File: src/rtl/uart_tx_arb.sv
// Round-robin arbiter/sequencer sharing one UART transmitter among N_REQ requesters.
// Latency: request -> start strobe 2 cycles; frame-done -> ack 1 cycle; watchdog aborts after TIMEOUT+1 cycles.
// Backpressure: one frame at a time; requesters hold in_req until their ack, unserved requesters wait.
//
// Ports:
//   in_clk, in_rst       clock, asynchronous active-low reset
//   in_req, in_data      per-requester level request and word (requester i at [i*WORD_W +: WORD_W])
//   out_ack, out_err     one-cycle completion pulse per requester / watchdog abort pulse
//   out_grant_id         index of current or last granted requester
//   out_busy             high whenever the sequencer is not idle
//   out_mem, out_utx_st  word and start strobe to the transmitter
//   in_utx_bs, in_utx_rd transmitter busy (status only) and frame-done pulse
module uart_tx_arb #(
    parameter int N_REQ   = 4,
    parameter int WORD_W  = 6,
    parameter int TIMEOUT = 4095,
    parameter int CNT_W   = 12
) (
    input  logic                      in_clk,
    input  logic                      in_rst,
    input  logic [N_REQ-1:0]          in_req,
    input  logic [N_REQ*WORD_W-1:0]   in_data,
    output logic [N_REQ-1:0]          out_ack,
    output logic                      out_err,
    output logic [2:0]                out_grant_id,
    output logic                      out_busy,
    output logic [WORD_W-1:0]         out_mem,
    output logic                      out_utx_st,
    input  logic                      in_utx_bs,
    input  logic                      in_utx_rd
);

    localparam int GID_W = 3;

    typedef enum logic [1:0] {
        S_IDLE,
        S_START,
        S_WAIT_DONE
    } state_t;

    state_t              r_state;
    logic [GID_W-1:0]    r_last;
    logic [GID_W-1:0]    r_grant;
    logic [WORD_W-1:0]   r_mem;
    logic [CNT_W-1:0]    r_wd;
    logic [N_REQ-1:0]    r_ack;
    logic                r_err;
    logic                r_busy;
    logic                r_st;

    logic [GID_W-1:0]    w_sel;
    logic [WORD_W-1:0]   w_word;
    int                  w_idx;

    // Transmitter busy is informational only; sequencing relies on the frame-done pulse.
    logic                w_unused;
    assign w_unused = in_utx_bs;

    // Round-robin pick: scan last+N_REQ down to last+1 so the nearest set bit after
    // the last grant is the final (winning) assignment.
    always_comb begin
        w_sel = '0;
        w_idx = 0;
        for (int k = N_REQ; k >= 1; k--) begin
            w_idx = int'(r_last) + k;
            if (w_idx >= N_REQ) begin
                w_idx = w_idx - N_REQ;
            end
            if (((in_req >> w_idx) & N_REQ'(1)) != '0) begin
                w_sel = GID_W'(w_idx);
            end
        end
        w_word = WORD_W'(in_data >> (int'(w_sel) * WORD_W));
    end

    always_ff @(posedge in_clk or negedge in_rst) begin
        if (!in_rst) begin
            r_state <= S_IDLE;
            r_last  <= GID_W'(N_REQ - 1);
            r_grant <= '0;
            r_mem   <= '0;
            r_wd    <= '0;
            r_ack   <= '0;
            r_err   <= 1'b0;
            r_busy  <= 1'b0;
            r_st    <= 1'b0;
        end else begin
            r_st  <= 1'b0;
            r_ack <= '0;
            r_err <= 1'b0;
            case (r_state)
                S_IDLE: begin
                    if (|in_req) begin
                        r_mem   <= w_word;
                        r_grant <= w_sel;
                        r_busy  <= 1'b1;
                        r_state <= S_START;
                    end
                end
                S_START: begin
                    // Word was latched one cycle earlier, so it is stable when the strobe rises.
                    r_st    <= 1'b1;
                    r_wd    <= '0;
                    r_state <= S_WAIT_DONE;
                end
                S_WAIT_DONE: begin
                    r_wd <= r_wd + CNT_W'(1);
                    // Frame-done takes precedence over a simultaneous watchdog expiry.
                    if (in_utx_rd) begin
                        r_ack   <= N_REQ'(1) << r_grant;
                        r_last  <= r_grant;
                        r_busy  <= 1'b0;
                        r_state <= S_IDLE;
                    end else if (r_wd == CNT_W'(TIMEOUT)) begin
                        // Abort without ack; requester stays pending but loses priority.
                        r_err   <= 1'b1;
                        r_last  <= r_grant;
                        r_busy  <= 1'b0;
                        r_state <= S_IDLE;
                    end
                end
                default: begin
                    r_busy  <= 1'b0;
                    r_state <= S_IDLE;
                end
            endcase
        end
    end

    assign out_ack      = r_ack;
    assign out_err      = r_err;
    assign out_grant_id = r_grant;
    assign out_busy     = r_busy;
    assign out_mem      = r_mem;
    assign out_utx_st   = r_st;

endmodule

File: config.mk
export PLATFORM = sky130hd
export DESIGN_NAME = uart_tx_arb
export DESIGN_NICKNAME = d
export VERILOG_FILES = /design/src/rtl/uart_tx_arb.sv
export SDC_FILE = /design/constraint.sdc
export NUM_CORES = 1
export LEC_CHECK = 0
export CORE_ASPECT_RATIO = 2
export CORE_UTILIZATION = 53
export CTS_CLUSTER_DIAMETER = 120
export DETAILED_ROUTE_END_ITERATION = 16
export HOLD_SLACK_MARGIN = 0.06
export PLACE_DENSITY = 0.83
export SYNTH_ARGS = -nofsm -noshare
export SYNTH_HDL_FRONTEND = slang
export SYNTH_SLANG_ARGS = --single-unit
File: constraint.sdc
create_clock -name in_clk -period 6.85 [get_ports in_clk]
set_clock_uncertainty 0.1 [all_clocks]
set_input_delay 2.055 -clock in_clk [delete_from_list [all_inputs] [get_ports in_clk]]
set_output_delay 2.055 -clock in_clk [all_outputs]
set_load 0.01 [all_outputs]
After elaboration in Yosys (flattened, before gate mapping)
Cells that the tools add are included.

Register bits after elaboration: 33. Latch bits: 0. Bits in writable memories: 0. ROM bits: 0. Bits of input ports: 32. Output and inout bits: 16. Logic and storage cells: 68. Memories kept: 0.

$add $sub $neg: 9. $mul: 1. Div/mod/pow operators: 0. $lt $le $gt $ge: 4. Equality and inequality tests: 5. Shifts and indexed selects: 6. Mux-type cells: 25. Bitwise operators: 1. Reductions and logical operators: 8.

Operator list (number): two-way mux 32 bit (4); >> shifter 4 x 32 -> 1 bit (4); one-hot mux 12 bit (2 select lines) (1); >> shifter 24 x 6 -> 6 bit (1); subtractor 4 x 3 -> 5 bit, second input constant (4); two-way mux 3 bit (6); >= comparator 4 x 3 -> 1 bit, second input constant (4); adder 12 x 1 -> 12 bit, second input constant (1); == test 12 bit, second input constant (1); adder 3 x 2 -> 4 bit, second input constant (2); two-way mux 4 bit (2); two-way mux 1 bit (7); two-way mux 2 bit (3); one-hot mux 2 bit (3 select lines) (1); AND reduction 2 bit (3); multiplier 3 x 2 -> 5 bit, second input constant (1); adder 3 x 1 -> 4 bit, second input constant (1); adder 3 x 3 -> 4 bit, second input constant (1); nonzero test 2 bit (2); OR reduction 4 bit (1); left shift 1 x 3 -> 4 bit, first input constant (1); != test 3 bit, second input constant (1); one-hot mux 1 bit (3 select lines) (1); AND reduction 3 bit (1); 5 further kinds (5).

Depth between registers and ports, before layout
Gate-level depths: netlist (run 1).

Depth in word-level cells: 10. Gate-level depth with buffers: 11. Mapped depth without buffers: 8.

Worst setup path before layout (run 1)
No wires, ideal clock.

Path kind: input to register. Start point: input in_req[0]. End point: register r_mem[0], in the netlist out_mem[0]. Library setup time: 0.094 ns. Arrival: 3.584 ns. Data required time: 6.656 ns. Path slack: 3.072 ns. Stages: 7. Path buffers: 1. Cells stage by stage: mux4_2 a211oi_2 o21ai_4 a21o_4 buf_12 mux2i_1 a211oi_1.

Cells in the longest elaborated chain, start to end: 7. Elaborated cells between the ends (all ways): 12. Classes of those cells: mul (1); shift (5); mux (4); reduce/logical (2).

Ends and longest elaborated chain: from (decl) (line 21) `input logic [N_REQ-1:0] in_req,`; >> shifter 4 x 32 -> 1 bit (line 69) `if (((in_req >> w_idx) & N_REQ'(1)) != '0) begin`; two-way mux 3 bit (4 in a row) (line 69); multiplier 3 x 2 -> 5 bit (line 73) `w_word = WORD_W'(in_data >> (int'(w_sel) * WORD_W));`; >> shifter 24 x 6 -> 6 bit (line 73); to (signal assigned) (line 94) `r_mem <= w_word;`; to (decl) (line 44) `logic [WORD_W-1:0] r_mem;`.

Parallel ways exist; a longest one is shown, timed or not. A chain may end at the register's enable or synchronous reset.

Final worst setup path (run 1)
Start point: input in_req[1]. End point: register r_mem[4], in the netlist out_mem[4].

Same word-level chain as after synthesis.

==> impl_metrics.toml, run 1 <==
[cts]
postCtsHoldBufs = 0
insertion_delay_ns = 0.28
post_cts_resize_count = 0
cts.sinks = 33
post-cts-setup-buffer-count = 0
cts_root_buffer = "clkbuf_8"
cts_tree = "done"
htreeDepth = 2
path_clk_slew_ns = 0.07
clock_path_buffers = 2
cts_buffers = 5

[timing]
timing.final.crit_share_pct = 61.0
tightestPinTransition_ns = 0.736
period_needed_ns = 4.18
setup_viol = 0
rsz0062_at_grt = "no"
finalSetupTns_ns = 0
max_freq_ghz = 0.239
slew_headroom_pct = 50.4
hold_viol = 0
slew_violations = 0
fin_ws_ns = 2.67

[floorplan]
start_util_pct = 55.7
die_y_um = 89.1
die_area_mm2 = 0.00406
rows = 31
coreArea_mm2 = 0.00361
ios = 48
die_x_um = 45.5

[min_path]
hold_class = "register to register"
holdCritStartpoint = "out_busy"

[synthesis]
synthAdderAreaFrac_pct = 3.74
synth.avg_cell_area_um2 = 10.0
synth_edf_count = 0
yosysSeqAreaShare_pct = 41.2
synth_fp_nets = 239
synth-async-reset-ratio_pct = 100
synth_cell_types = 47
ys_ff_latch = 33
synth_common_cells = "dfrtp_1 (31), nor2_1 (18), inv_1 (17), a211oi_1 (13), nand2_1 (12)"
synth_top_family_by_area = "compound AO/OA/AOI/OAI gates"
synth_xor_area_share_pct = 1.74
synth.area.top_cells = "dfrtp_1 (39%), mux2i_1 (5.0%), a211oi_1 (4.9%), a211oi_2 (3.7%), ha_1 (3.7%)"
yosysWarnings = 0
ys.flop_type = "dfrtp_1"
synth_mux_area_share_pct = 11.5
yosysTopAreaCell = "dfrtp_1"
syn_inst = 201
synth_compound_area_share_pct = 19.9
synthSimpleGateAreaFrac_pct = 15.8
synth_top_cell_area_share_pct = 38.6
synth_most_common_cell = "dfrtp_1"
syn_area_mm2 = 0.00201

[power]
p_leak_nw = 1.07
p_per_area_mw_per_mm2 = 406
finalPower_w = 0.00105
ir_worst_vdd_uv = 265

[critical_path]
rr_startpoint = "r_last[0]"
worstSetupPathType = "primary input to register"
worstSetupEndpointType = "register"
slowest_stage = "mux4_2"
cp-startpoint = "in_req[1]"
cp.required_ns = 6.94
critPathMaxFanout = 11
worstPathArrival_ns = 4.26
max_stage_delay_ns = 0.54
path_cells = "clkdlybuf4s50_1 -> mux4_2 -> a211oi_2 -> o21ai_4 -> a21o_4 -> mux2i_1 -> a211oi_1"
critPathLaunchType = "primary input"

[global_route]
overflow = 0
grt_pass1_wl_mm = 7.11
grtUsageTotal_pct = 24.7
grt_max_degree = 34
antenna_found_initial = 0
grt_pass1_vias = 1638

[final_layout]
fillers = 292
stdcell_count = 298
antenna_cells = 0
area_growth_pct = 28.4
regArea_um2 = 828
final_nets = 286
multiInputGateArea_mm2 = 0.00106
drive_gt1_share_pct = 13.7

[placement]
dp_hpwl_mm = 3.45
place.gp.congestion = 0.745
post-place-ws_ns = 2.38
dpl.cell_count = 290
port-buffer-count = 46

[route]
vias_per_cell = 5.59
drt_iter0_drc = 35
wirelength_mm = 4.44
drtAntennaViolNets = 0
drc = 0
dr.pass1.iters = 4
via_count = 1667
routedWlPerCell_um = 14.9

[outcome]
outcome = "finished, final reports clean"

[run]
cap_violations = 0
path summary, 6_finish.rpt:
| path | cells past startpoint | to | slack [ns] |
|---|---|---|---|
| worst max-delay path | 7 | out_mem[4] | 2.67 |
| worst min-delay path | 1 | out_busy | 0.41 |
| worst max register to register | 8 | out_mem[4] | 3.68 |
| worst min register to register | 1 | out_busy | 0.41 |
| max in group asynchronous | 2 | r_last[1] | 4.25 |
| min in group asynchronous | 2 | out_mem[0] | 2.06 |
state kept, by name, summed over array words and instances (netlist names):
register and flops:
r_wd 12, out_mem 6, out_ack 4, out_grant_id 3, r_last 3, r_state 2, out_busy 1, out_err 1
out_utx_st 1
through the flow:
step	area (µm²)	hold WS, ns	utilization, %
2_1_floorplan	2010	0.389	-
3_3_place_gp	2480	0.395	68.7
3_5_place_dp	2480	0.397	68.7
4_1_cts	2580	0.412	71.5
5_1_grt	2580	0.437	71.5
6_report	2580	0.407	71.5
area by class of cell:
| cell class | count | area share (%) |
|---|---|---|
| multi-input combinational | 144 | 41.0 |
| sequential | 33 | 32.1 |
| timing repair buffer | 47 | 18.1 |
| clock buffer | 7 | 3.73 |
| tap | 49 | 2.38 |
| clock inverter | 1 | 0.194 |
| inverter | 17 | 2.47 |
layer usage:
| layer | vias to the layer above | wire length [µm] | GRT usage (%) |
|---|---|---|---|
| met5 | - | 0 | 0 |
| met4 | 0 | 183 | 13.5 |
| met3 | 15 | 112 | 5.25 |
| met2 | 36 | 2580 | 44.0 |
| met1 | 795 | 1570 | 25.3 |
| li1 | 821 | - | - |
critical path, delay by kind of cell:
family                 cells  cell delay, ns
AO/OA/AOI/OAI              4            1.03
buffers and inverters      1            0.49
multiplexers               2            0.69
cell families (layout without fill, tap and decap cells):
logic type,after synthesis,in the layout
xor+xnor,4,4
simple gates,64,64
fa+ha+maj,6,6
mux,19,19
buf+inv,24,72
flops,33,33
compound gates,51,51
placed cells by master (no fill, tap or decap), drive strengths merged, types with 3 or more instances in the layout:
master and n:
nand2 12, dfrtp 31, mux2 6, inv 17, a211oi 19, nor2 18, clkdlybuf4s50 46, nor2b 4
a21oi 7, ha 6, nand3 9, xor2 4, nor3 4, nor3b 3, or3 3, nand4 3
clkbuf 7, o21ai 13, mux2i 11
power breakdown:
part | internal [W] | total [W] | switching (W) | leakage, nW
registers | 0.000250 | 0.000309 | 0.0000593 | 0.424
clock network | 0.0000907 | 0.000157 | 0.0000667 | 0.0542
logic | 0.000271 | 0.000581 | 0.000311 | 0.594
No activity file was read; power rests on OpenSTA's default activity.
==> run 2: changes to the inputs <==
--- a/config.mk
+++ b/config.mk
@@ -6,11 +6,11 @@
 export NUM_CORES = 1
 export LEC_CHECK = 0
 export CORE_ASPECT_RATIO = 2
-export CORE_UTILIZATION = 53
+export CORE_UTILIZATION = 50
 export CTS_CLUSTER_DIAMETER = 120
 export DETAILED_ROUTE_END_ITERATION = 16
 export HOLD_SLACK_MARGIN = 0.06
-export PLACE_DENSITY = 0.83
+export PLACE_DENSITY = 0.79
 export SYNTH_ARGS = -nofsm -noshare
 export SYNTH_HDL_FRONTEND = slang
 export SYNTH_SLANG_ARGS = --single-unit
==> constraint.sdc (replaced) <==
create_clock -name in_clk -period 3.9 [get_ports in_clk]
set_clock_uncertainty 0.1 [all_clocks]
set_input_delay 1.17 -clock in_clk [delete_from_list [all_inputs] [get_ports in_clk]]
set_output_delay 1.17 -clock in_clk [all_outputs]
set_load 0.01 [all_outputs]
==> impl_metrics.toml, run 2 (synthesis results as in run 1) <==
[outcome]
outcome = "finished, final reports clean"

[floorplan]
rows = 32
die_area_mm2 = 0.00429
die_y_um = 91.7
start_util_pct = 52.3
coreArea_mm2 = 0.00384
die_x_um = 46.8
ios = 48

[route]
wirelength_met1_mm = 1.70
dr_wl_met2_mm = 2.53
vias_per_cell = 5.48
top_layer_used = "met4"
routedWlPerCell_um = 15.0
dr.pass1.iters = 4
wirelength_mm = 4.53
drtAntennaViolNets = 0
via_count = 1659
drc = 0
drt_iter0_drc = 24
wl_met3_um = 173

[final_layout]
top_register = "r_wd"
stdcell_count = 303
layout_common_cells = "clkdlybuf4s50_1 (46), dfrtp_1 (31), nor2_1 (18), inv_1 (17), a211oi_1 (13)"
largest_reg_flops = 12
drive_gt1_share_pct = 14.3
final_util_pct = 68.2
antenna_cells = 0
area_growth_pct = 30.4
fillers = 329
final_nets = 289
layout_commonest_cell = "clkdlybuf4s50_1"

[global_route]
overflow = 0
grtUsageTotal_pct = 23.6
antenna_found_initial = 0
grt_pass1_vias = 1616
grt_max_degree = 34
grt_pass1_wl_mm = 7.20

[critical_path]
path_cells = "clkdlybuf4s50_1 -> mux4_2 -> a211oi_2 -> o21ai_4 -> a21o_4 -> a211oi_2 -> a211oi_1"
worstSetupPathType = "primary input to register"
r2r_setup_slack_ns = 1.03
slowest_stage = "mux4_2"
max_stage_delay_ns = 0.53
critPathMaxFanout = 11
critPathLaunchType = "primary input"
worstSetupEndpointType = "register"
cp_common_cell = "a211oi_2"
cp.required_ns = 3.94
worstPathArrival_ns = 3.29

[placement]
dp_hpwl_mm = 3.45
place.gp.congestion = 0.848
port-buffer-count = 46
dpl.cell_count = 295
post-place-ws_ns = 0.366

[timing]
period_needed_ns = 3.25
slew_headroom_pct = 57.0
max_freq_ghz = 0.308
tightestPinTransition_ns = 0.639
hold_viol = 0
slew_violations = 0
rsz0062_at_grt = "no"
fin_ws_ns = 0.651
finalSetupTns_ns = 0
setup_viol = 0
timing.final.crit_share_pct = 83.3

[cts]
insertion_delay_ns = 0.29
post_cts_resize_count = 0
htreeDepth = 2
path_clk_slew_ns = 0.06
cts.sinks = 33
post-cts-setup-buffer-count = 0
cts_tree = "done"
cts_buffers = 5
cts_root_buffer = "clkbuf_8"
clock_path_buffers = 2
postCtsHoldBufs = 0

[power]
p_per_area_mw_per_mm2 = 732
p_leak_nw = 1.09
ir_worst_vdd_uv = 386
p_seq_share_pct = 26.2
finalPower_w = 0.00192
combPwrFrac_pct = 56.5
p_int_w = 0.00114
p_sw_share_pct = 40.3
p_switching_w = 0.000772
clkPwrFrac_pct = 17.3

[run]
cap_violations = 0

[min_path]
hold_class = "register to register"
==> run 2: cell types whose count changed in the layout (fill, tap and decap cells not counted), sizes merged <==
cell,previous run,this run
buf,1,4
bufinv,0,1
clkinv,1,0
==> run 2: stage by stage <==
stage	area (µm²)	hold slack, ns
2_1_floorplan	2010	0.389
3_3_place_gp	2500	0.384
3_5_place_dp	2500	0.387
4_1_cts	2620	0.403
5_1_grt	2620	0.449
6_report	2620	0.400
==> run 2: metal layers <==
metal	vias to the layer above	track usage, %
met2	37	40.6
met3	9	4.92
met5	-	0
met4	0	11.9
li1	826	-
met1	787	25.4
==> run 2: path summary, 6_finish.rpt <==
path,from,to,cells after the start
max in group asynchronous,in_rst,r_last[1],2
worst min-delay path,out_busy,out_busy,1
min in group asynchronous,in_rst,r_wd[6],2
worst min register to register,out_busy,out_busy,1
worst max-delay path,in_req[2],out_mem[5],7
worst max register to register,r_last[1],out_mem[1],7
==> run 2: worst max-delay path, delay by kind of cell <==
kind                   cells  cell delay [ns]
AOI/OAI and AO/OA          5             1.10
buffers and inverters      1             0.49
muxes                      1             0.53
==> run 2: cell type report <==
type	count	area (µm²)	area share (%)
multi-input combinational	144	1060	40.4
sequential	33	828	31.6
timing repair buffer	50	490	18.7
clock buffer	7	86.3	3.30
inverter	17	63.8	2.44
tap	51	63.8	2.44
clock inverter	1	30.0	1.15
==> run 2: power by group through the flow <==
stage / clock network, W / logic [W] / registers, W
CTS: 0.000340 / 0.00109 / 0.000502
detailed placement: 0 / 0.00108 / 0.000508
global placement: 0 / 0.00106 / 0.000505
finish: 0.000332 / 0.00108 / 0.000503
floorplan: 0 / 0.000791 / 0.000528
global route: 0.000353 / 0.00117 / 0.000517
==> run 3: changes to the inputs <==
==> constraint.sdc (replaced) <==
create_clock -name in_clk -period 3.3 [get_ports in_clk]
set_clock_uncertainty 0.1 [all_clocks]
set_input_delay 0.99 -clock in_clk [delete_from_list [all_inputs] [get_ports in_clk]]
set_output_delay 0.99 -clock in_clk [all_outputs]
set_load 0.01 [all_outputs]
==> impl_metrics.toml, run 3 (synthesis results as in run 1) <==
[final_layout]
stdcell_count = 308
final_util_pct = 69.6
layout_commonest_cell = "clkdlybuf4s50_1"
antenna_cells = 0
area_growth_pct = 33.1
largest_reg_flops = 12
final_nets = 294
layout_common_cells = "clkdlybuf4s50_1 (46), dfrtp_1 (31), nor2_1 (18), inv_1 (17), a211oi_1 (13)"
fillers = 307
top_register = "r_wd"
drive_gt1_share_pct = 16.3
fin_area_mm2 = 0.00268

[floorplan]
rows = 32
coreArea_mm2 = 0.00384
ios = 48
die_y_um = 91.7
start_util_pct = 52.3
die_area_mm2 = 0.00429
die_x_um = 46.8

[critical_path]
cp.required_ns = 3.34
cp_common_cell = "a211oi_2"
slowest_stage = "mux4_2"
r2r_setup_slack_ns = 0.38
critPathLaunchType = "primary input"
max_stage_delay_ns = 0.53
r2r-end = "out_mem[1]"
path_cells = "clkdlybuf4s50_1 -> mux4_2 -> a211oi_2 -> o21ai_4 -> a21o_4 -> a211oi_2 -> a211oi_1"
worstPathArrival_ns = 3.11
worstSetupPathType = "primary input to register"
reg2reg_depth = 7
rr_startpoint = "r_last[1]"
worstSetupEndpointType = "register"
critPathMaxFanout = 11

[global_route]
grt_pass1_vias = 1632
grt_max_degree = 34
overflow = 0
grtUsageTotal_pct = 24.2
antenna_found_initial = 0
grt_pass1_wl_mm = 7.42

[timing]
fin_ws_ns = 0.229
max_freq_ghz = 0.326
setup_viol = 0
rsz0062_at_grt = "no"
hold_viol = 0
slew_headroom_pct = 60.5
slew_violations = 0
period_needed_ns = 3.07
timing.final.crit_share_pct = 93.1
tightestPinTransition_ns = 0.589

[route]
drt_iter0_drc = 10
wirelength_mm = 4.65
wl_met3_um = 171
drtAntennaViolNets = 0
routedWlPerCell_um = 15.1
via_count = 1712
drc = 0
dr_wl_met2_mm = 2.61
top_layer_used = "met4"
vias_per_cell = 5.56
wirelength_met1_mm = 1.73
dr.pass1.iters = 4

[cts]
cts_root_buffer = "clkbuf_8"
cts_buffers = 5
insertion_delay_ns = 0.29
path_clk_slew_ns = 0.07
postCtsHoldBufs = 0
post-cts-setup-buffer-count = 0
cts.sinks = 33
clock_path_buffers = 2
htreeDepth = 2
cts_tree = "done"
post_cts_resize_count = 0

[min_path]
hold_path_end = "out_busy"
holdCritStartpoint = "out_busy"
hold_depth = 1
hold_class = "register to register"

[placement]
post-place-ws_ns = -0.0435
placed_area_mm2 = 0.00254
port-buffer-count = 46
dpl.cell_count = 300
place.gp.congestion = 0.868
dp_hpwl_mm = 3.55

[power]
ir_worst_vdd_uv = 625
p_per_area_mw_per_mm2 = 874
p_leak_nw = 1.12

[run]
cap_violations = 0

[outcome]
outcome = "finished, final reports clean"
==> run 3: worst max-delay path, delay by kind of cell <==
family                 cells  cell delay [ns]
AOI/OAI and AO/OA          5             1.10
muxes                      1             0.53
buffers and inverters      1             0.49
==> run 3: per-layer routing <==
| layer | up-vias | global-route usage [%] |
|---|---|---|
| met5 | - | 0 |
| met2 | 41 | 41.3 |
| met1 | 827 | 26.1 |
| met3 | 8 | 3.74 |
| met4 | 0 | 14.0 |
| li1 | 836 | - |
==> run 3: where the power goes <==
part / total, W / switching (W) / internal [W]
clock: 0.000453 / 0.000153 / 0.000300
sequential: 0.000592 / 0.0000754 / 0.000517
combinational: 0.00129 / 0.000699 / 0.000593
==> run 3: layout make-up <==
cell class	instances	area (µm²)	area share, %
Sequential cell	33	828	31.0
Multi-Input combinational cell	144	1060	39.5
Clock inverter	3	65.1	2.43
Timing Repair Buffer	55	528	19.7
Tap cell	51	63.8	2.39
Inverter	17	63.8	2.39
Clock buffer	5	68.8	2.57
==> run 3: metrics by stage <==
stage	power, W	hold WS, ns	TNS (ns)
floorplan	0.00156	0.389	0
global placement	0.00186	0.388	0
detailed placement	0.00189	0.387	-0.140
CTS	0.00235	0.402	0
global route	0.00249	0.446	0
finish	0.00234	0.399	0
==> run 3: how the worst max path moves through the flow <==
| stage | from | end | slack (ns) | cells after the start |
|---|---|---|---|---|
| floorplan | r_last[0] | out_mem[0] | 0.40 | 11 |
| global placement | in_req[3] | out_mem[4] | 0.009 | 7 |
| detailed placement | in_req[0] | out_mem[5] | -0.04 | 7 |
| CTS | in_req[0] | out_mem[5] | 0.26 | 7 |
| global route | in_req[2] | out_mem[1] | 0.09 | 6 |
| finish | in_req[2] | out_mem[5] | 0.23 | 7 |
